`config.mk`:
```
export PLATFORM = sky130hd
export DESIGN_NAME = led_fader
export DESIGN_NICKNAME = d
export VERILOG_FILES = /design/src/rtl/led_fader.sv
export SDC_FILE = /design/constraint.sdc
export NUM_CORES = 1
export LEC_CHECK = 0
export ABC_AREA = 1
export CAP_MARGIN = 20
export CORE_UTILIZATION = 42
export CTS_CLUSTER_SIZE = 40
export DETAILED_ROUTE_END_ITERATION = 16
export DONT_BUFFER_PORTS = 1
export PLACE_DENSITY = 0.6
export SKIP_LAST_GASP = 1
export SLEW_MARGIN = 20
export SYNTH_ARGS = -nofsm -noshare
export SYNTH_HDL_FRONTEND = slang
export SYNTH_SLANG_ARGS = --single-unit
```
`constraint.sdc`:
```
create_clock -name clk -period 2.76 [get_ports clk]
set_clock_uncertainty 0.2 [all_clocks]
set_input_delay 0.552 -clock clk [delete_from_list [all_inputs] [get_ports clk]]
set_output_delay 0.552 -clock clk [all_outputs]
set_load 0.1 [all_outputs]
```
`src/rtl/led_fader.sv`:
```
// PWM LED driver that ramps brightness toward led_in ? max_level : 0 one level per fade step.
// Define LED_FADER_GAMMA_EN to map level to duty through a squared (gamma) curve.
module led_fader #(
   parameter int CLK_FREQ_KHz = 50000,
   parameter int PWM_FREQ_Hz  = 1000,
   parameter int PWM_BITS     = 8,
   parameter int FADE_DIV     = 4
) (
   input  logic                clk,
   input  logic                rst,
   input  logic                led_in,
   input  logic [PWM_BITS-1:0] max_level,
   output logic                pwm_out,
   output logic [PWM_BITS-1:0] level,
   output logic                busy
);

   localparam int TICK_DIV = (CLK_FREQ_KHz * 1000) / (PWM_FREQ_Hz * (2 ** PWM_BITS));
   localparam int TW       = (TICK_DIV > 1) ? $clog2(TICK_DIV) : 1;
   localparam int FW       = (FADE_DIV > 1) ? $clog2(FADE_DIV) : 1;
   localparam logic [TW-1:0] TICK_LAST = TW'(TICK_DIV - 1);
   localparam logic [FW-1:0] FADE_LAST = FW'(FADE_DIV - 1);

   if (TICK_DIV < 1) begin : g_bad_tick
      $error("led_fader: TICK_DIV < 1, clock too slow for PWM_FREQ_Hz/PWM_BITS");
   end
   if (FADE_DIV < 1) begin : g_bad_fade
      $error("led_fader: FADE_DIV must be >= 1");
   end

   typedef enum logic [1:0] {OFF, RISE, ON, FALL} state_t;

   state_t              state, nxt;
   logic                led_q;
   logic [PWM_BITS-1:0] max_q, target, duty_q, duty_nxt, pwm_cnt;
   logic [TW-1:0]       tick_cnt;
   logic [FW-1:0]       fade_cnt;
   logic                tick, pb, step;

   always_comb begin
      target = led_q ? max_q : '0;
      tick   = (tick_cnt == TICK_LAST);
      pb     = tick && (&pwm_cnt);
      step   = pb && (fade_cnt == FADE_LAST);
      if (level < target)      nxt = RISE;
      else if (level > target) nxt = FALL;
      else if (level != '0)    nxt = ON;
      else                     nxt = OFF;
   end

`ifdef LED_FADER_GAMMA_EN
   logic [2*PWM_BITS-1:0] sq;
   always_comb begin
      sq       = {{PWM_BITS{1'b0}}, level} * {{PWM_BITS{1'b0}}, level};
      // full scale must stay full scale; the square alone would top out one short
      duty_nxt = (&level) ? '1 : sq[2*PWM_BITS-1:PWM_BITS];
   end
`else
   assign duty_nxt = level;
`endif

   always_ff @(posedge clk) begin
      if (!rst) begin
         state    <= OFF;
         busy     <= 1'b0;
         level    <= '0;
         pwm_out  <= 1'b0;
         led_q    <= 1'b0;
         max_q    <= '0;
         duty_q   <= '0;
         pwm_cnt  <= '0;
         tick_cnt <= '0;
         fade_cnt <= '0;
      end else begin
         led_q    <= led_in;
         max_q    <= max_level;
         tick_cnt <= tick ? '0 : tick_cnt + TW'(1);
         if (tick) pwm_cnt <= pwm_cnt + PWM_BITS'(1);
         // duty only changes at the period boundary so a period is never cut short
         if (pb) duty_q <= duty_nxt;
         pwm_out <= (pwm_cnt < duty_q);

         if (nxt == OFF || nxt == ON) fade_cnt <= '0;
         else if (pb)                 fade_cnt <= (fade_cnt == FADE_LAST) ? '0 : fade_cnt + FW'(1);

         // the target compare guards against stepping past a target that just moved
         if (step) begin
            if (state == RISE && level < target)      level <= level + PWM_BITS'(1);
            else if (state == FALL && level > target) level <= level - PWM_BITS'(1);
         end

         state <= nxt;
         busy  <= (nxt == RISE) || (nxt == FALL);
      end
   end

endmodule

```
### Word level (Yosys, flattened, before mapping)

Cells that the tools add are included.

| operators by class | value |
|---|---|
| $mul | 0 |
| equal/unequal tests | 7 |
| reductions and logical operators | 13 |
| add/subtract/negate cells | 5 |
| bitwise operators | 1 |
| shifts and indexed selects | 0 |
| mux-type cells | 7 |
| div/mod/pow operators | 0 |
| order comparisons | 3 |

Operators with widths:

| kind | number |
|---|---|
| 8-bit by 1-bit adder with 8-bit output (second input constant) | 3 |
| 8-bit 2-to-1 mux | 3 |
| 8-bit < comparator | 2 |
| 2-bit == test (second input constant) | 4 |
| 8-bit == test (second input constant) | 1 |
| 8-bit > comparator | 1 |
| 2-bit 2-to-1 mux | 4 |
| 8-bit AND reduction | 1 |
| 8-bit nonzero test | 1 |
| 8-bit by 1-bit subtractor with 8-bit output (second input constant) | 1 |
| 2-bit by 1-bit == test with 1-bit output (second input constant) | 2 |
| 1-bit logical AND | 4 |
| 2-bit OR reduction | 2 |
| 2-bit by 1-bit adder with 2-bit output (second input constant) | 1 |
| 2-bit zero test | 1 |
| 1-bit logical OR | 2 |
| 2-bit AND reduction | 1 |
| 2-bit nonzero test | 1 |
| 1-bit NOT | 1 |

| storage, ports and cells | value |
|---|---|
| memories | 0 |
| output and inout bits | 10 |
| bits of input ports | 11 |
| memory bits (read-only) | 0 |
| flip-flop bits (word level) | 47 |
| word-level logic and storage cells | 46 |
| bits in latches | 0 |
| bits in writable memories | 0 |

### Logic depth before layout (Yosys ltp)

| depth | value |
|---|---|
| depth in word-level cells | 7 |
| gate-level depth with buffers | 23 |
| mapped depth without buffers | 22 |

### Worst setup path after synthesis

No wires, ideal clock.

| timing path | value |
|---|---|
| path kind | reg2reg |
| start point | register level[5] |
| end point | register level[7] |
| path slack | -642 ps |
| arrival | 3089 ps |
| clock period less this slack | 3402 ps |
| library setup time | 113 ps |
| stages on the path, launching flop included | 16 |
| required time | 2447 ps |
| path through | dfxtp_1 -> ha_1 -> a21oi_1 -> nor2_1 -> nor2_1 -> nand3_4 -> ha_1 -> a21o_1 -> a21boi_0 -> nand2_1 -> nand2_1 -> inv_1 -> nor2_1 -> nand2_2 -> nor2_1 -> nor2_1 |

| on the way | value |
|---|---|
| word-level cells in the longest chain between the ends | 4 |
| elaborated cells between the ends (all ways) | 10 |
| those cells by class | 2 x add/sub; 2 x order compare; 2 x mux; 4 x reduce/logical |

RTL lines:

| what | line | RTL |
|---|---|---|
| start, declared | 14 | `output logic [PWM_BITS-1:0] level,` |
| start signal, assigned | 88 | `if (state == RISE && level < target) level <= level + PWM_BITS'(1);` |
| start signal, assigned | 89 | `else if (state == FALL && level > target) level <= level - PWM_BITS'(1);` |
| 8-bit < comparator / 8-bit > comparator (equally long branches) | 88, 89 |  |
| 1-bit logical AND (on tied branches) | 88, 89 |  |
| 2-bit nonzero test (no source line) | - |  |
| 2-bit AND reduction (no source line) | - |  |

Parallel ways exist; a longest one is shown, timed or not. The select of a mux whose other input is x is not followed.
A chain may end at the register's enable or synchronous reset.

### Worst setup path after layout

| timing path | value |
|---|---|
| start point | register led_q |
| end point | register level[7] |

| on the way | value |
|---|---|
| word-level cells in the longest chain between the ends | 5 |
| elaborated cells between the ends (all ways) | 8 |
| those cells by class | 2 x order compare; 2 x mux; 4 x reduce/logical |

RTL lines:

| what | line | RTL |
|---|---|---|
| start, declared | 34 | `logic led_q;` |
| start signal, assigned | 75 | `led_q <= led_in;` |
| 8-bit 2-to-1 mux * | 41 | `target = led_q ? max_q : '0;` |
| 8-bit < comparator / 8-bit > comparator (equally long branches) | 88, 89 |  |
| 1-bit logical AND (on tied branches) | 88, 89 |  |
| 2-bit nonzero test (no source line) | - |  |
| 2-bit AND reduction (no source line) | - |  |

Mark *: on every way between the ends. The rest lies on a longest branch, timed or not.

==> flow_metrics.py <==
metrics = {
    "status": {
        "status": "completed",
    },
    "timing": {
        "setup_tns_ns": 0,
        "maxSlewViolCount": 0,
        "fin_crit_ns": 2.62,
        "rsz0062_at_grt": "true",
        "setup_viol": 0,
        "slew_headroom_pct": 72.0,
        "hold_violations": 0,
        "tightest_slew_ns": 0.418,
        "fin_crit_sh_pct": 94.8,
        "max_freq_ghz": 0.382,
    },
    "logic_synthesis": {
        "syn_inst": 330,
        "avgSynthCellArea_sq_um": 7.61,
        "synth_top_area_cell": "dfxtp_1",
        "yosysWarnings": 0,
        "synth_fp_nets": 367,
        "synth_top_family_by_area": "simple AND/OR/NAND/NOR gates",
        "synthXorXnorAreaFrac_pct": 2.09,
        "synth_area_sq_um": 2510,
        "synth-seq-area-share_pct": 37.5,
        "synth_seq_cells": 47,
        "ys.flop_type": "dfxtp_1",
        "synth_top_area_share_pct": 37.5,
        "synth_area_leaders": "dfxtp_1 37%, ha_1 12%, nand2_1 10%",
        "synthAdderAreaFrac_pct": 13.3,
        "muxShareOfSynthArea_pct": 0,
        "synth-edff-count": 0,
        "ys_types": 36,
        "yosys.area_share.simple_pct": 25.7,
        "synth_compound_area_share_pct": 13.0,
        "async_flop_share_pct": 0,
    },
    "placed_design": {
        "gp_congestion": 0.795,
        "hpwl_um": 3870,
        "port_buffers": 0,
        "placed_area_sq_um": 2780,
    },
    "die": {
        "die_h_um": 79.3,
        "die_area_sq_um": 6290,
        "io-pin-count": 21,
        "rows": 27,
        "die_w_um": 79.3,
        "core_area_sq_um": 5640,
        "start_util_pct": 44.5,
    },
    "global_routing": {
        "grt_pass1_wl_um": 8960,
        "grt_max_degree": 33,
        "grt_pass1_vias": 1996,
        "antenna_found_initial": 0,
        "track_usage_pct": 18.7,
        "gr-total-overflow": 0,
    },
    "worst_setup_path": {
        "crit_fanout": 8,
        "crit_end": "level[7]",
        "crit_type": "reg -> reg",
        "r2r_setup_slack_ns": 0.14,
        "critPathRequiredTime_ns": 2.80,
        "r2r-end": "level[7]",
        "r2r_start": "led_q",
        "timing.critical_path.from": "led_q",
        "startpoint_type": "flop",
        "cp-end-kind": "flop",
        "critPathArrivalTime_ns": 2.66,
        "ff2ff_path_depth": 18,
    },
    "detailed_routing": {
        "vias": 2106,
        "drt-total-wl_um": 5430,
        "wl_per_cell_um": 12.7,
        "viasPerCell": 4.93,
        "drtPass1Iterations": 4,
        "drt_first_iter_violations": 37,
        "drc_errors": 0,
        "postRouteAntennaNets": 0,
    },
    "clock_network": {
        "cts_buffer_depth": 2,
        "clock_sinks": 47,
        "tritoncts": "built",
        "clock-root-buffer": "clkbuf_8",
        "cts_buffers": 5,
        "clkLatencyLatePin_ns": 0.30,
        "cts_max_level": 2,
        "path_clk_slew_ns": 0.09,
    },
    "power_and_ir_drop": {
        "cellLeakagePower_nw": 1.37,
        "switching_share_pct": 24.6,
        "p_int_uw": 995,
        "pwr_density_cell_nw_per_um2": 429,
        "pwr-share-comb_pct": 10.0,
        "p_clk_share_pct": 37.4,
        "p_switching_uw": 324,
        "pwr-share-seq_pct": 52.6,
        "peakVddDrop_mv": 0.297,
    },
    "cells_and_area": {
        "final_common_cell": "nand2_1",
        "final_nets": 391,
        "syn_to_final_growth_pct": 22.4,
        "final_cell_area_sq_um": 3070,
        "fill_cells": 546,
        "finish.utilization_pct": 54.4,
        "mostFrequentLayoutCells": "58 x nand2_1, 45 x inv_1, 38 x dfxtp_1",
        "diodes": 0,
        "drive_above_1_share_pct": 23.9,
    },
    "flow_run": {
        "drv_cap": 0,
    },
    "min_path": {
        "hold_path_class": "in -> reg",
    },
}
synth_stat cells, types with 2 or more instances:
| cell type | instances |
|---|---|
| nand2_2 | 2 |
| ha_1 | 25 |
| a21oi_1 | 31 |
| clkbuf_1 | 3 |
| a21o_1 | 3 |
| nand2_1 | 69 |
| nand3_1 | 10 |
| nand4_1 | 6 |
| dfxtp_1 | 47 |
| nor3b_1 | 2 |
| nor2_1 | 33 |
| nor3_1 | 4 |
| nand3_2 | 2 |
| inv_1 | 46 |
| o21ai_0 | 17 |
| inv_2 | 3 |
| xnor2_1 | 5 |
| nor3_2 | 2 |
| a21boi_0 | 2 |
| nor4_1 | 2 |
registers in the layout, indices dropped and copies added, names as in the netlist:
name and count:
duty_q 8, level 8, max_q 8, pwm_cnt 8, tick_cnt 8, fade_cnt 2, state 2, busy 1
led_q 1, pwm_out 1
repair_timing:
| item | 4_1_cts | 5_1_grt |
|---|---|---|
| setup buffers | 1 | 3 |
| hold buffers | 0 | 0 |
| pin swaps | 1 | 15 |
| resized for setup | 1 | 30 |
| cloned | 0 | 1 |
| setup endpoints to repair | 3 | 4 |
| endpoints found under the hold margin | 0 | 0 |
metal layers:
metal | up-vias | wire length [um] | global-route usage (%)
met3 | 11 | 128 | 4.02
li1 | 1127 | - | -
met5 | - | 0 | 0
met4 | 0 | 101 | 7.82
met1 | 947 | 2660 | 22.6
met2 | 21 | 2540 | 31.8
logic make-up (layout without fill, tap and decap cells):
logic type	after synthesis	count (layout)
buf+inv	54	78
simple gates	139	140
flops	47	47
fa+ha+maj	26	26
xor+xnor	6	6
compound gates	58	58
area by class of cell:
| class | instances | area [sq um] | share of cell area, % |
|---|---|---|---|
| well taps | 72 | 90.1 | 2.93 |
| flip-flops and latches | 47 | 975 | 31.7 |
| repair buffers | 21 | 158 | 5.13 |
| clock inverters | 1 | 5.00 | 0.163 |
| clock buffers | 7 | 108 | 3.50 |
| inverters | 49 | 184 | 5.99 |
| multi-input cells | 230 | 1550 | 50.5 |
worst max-delay path, cell delays in order (launching register included):
cell and delay, ns:
dfxtp_4 0.42, nand2_2 0.08, ha_4 0.22, a21oi_2 0.12, nor2_1 0.07, nor2_4 0.16
nand3_4 0.16, ha_4 0.30, a21oi_2 0.12, nand2_1 0.09, nand4_1 0.10, nand2_2 0.07
nand2_1 0.05, inv_1 0.04, nor2_2 0.10, nand2_2 0.06, nand2_2 0.07, nand2_1 0.04
nor2_1 0.07
stage by stage:
step	total power, mW	instances	hold slack (ns)	setup slack (ns)
floorplan	0.800	330	0.230	0.00685
global placement	0.820	414	0.247	-0.0261
detailed placement	0.822	414	0.247	-0.0935
CTS	1.31	423	0.137	0.00629
global route	1.38	427	0.139	-0.0785
finish	1.32	427	0.142	0.145
power groups by stage:
| stage | combinational (mW) | sequential [mW] | clock [mW] |
|---|---|---|---|
| 6_report | 0.132 | 0.694 | 0.493 |
| 5_1_grt | 0.145 | 0.697 | 0.536 |
| 4_1_cts | 0.116 | 0.693 | 0.503 |
| 3_5_place_dp | 0.114 | 0.709 | 0 |
| 3_3_place_gp | 0.111 | 0.709 | 0 |
| 2_1_floorplan | 0.0818 | 0.718 | 0 |
how the worst min path moves through the flow:
stage                       startpoint           to  slack, ns  cells after the start
after detailed placement     duty_q[0]    duty_q[0]       0.25                      1
final                     max_level[6]     max_q[6]       0.14                      2
after global routing            led_in        led_q       0.14                      2
after CTS                 max_level[6]     max_q[6]       0.14                      2
after floorplan            tick_cnt[0]  tick_cnt[0]       0.23                      1
after global placement       duty_q[0]    duty_q[0]       0.25                      1
No activity file was read; power rests on OpenSTA's default activity.
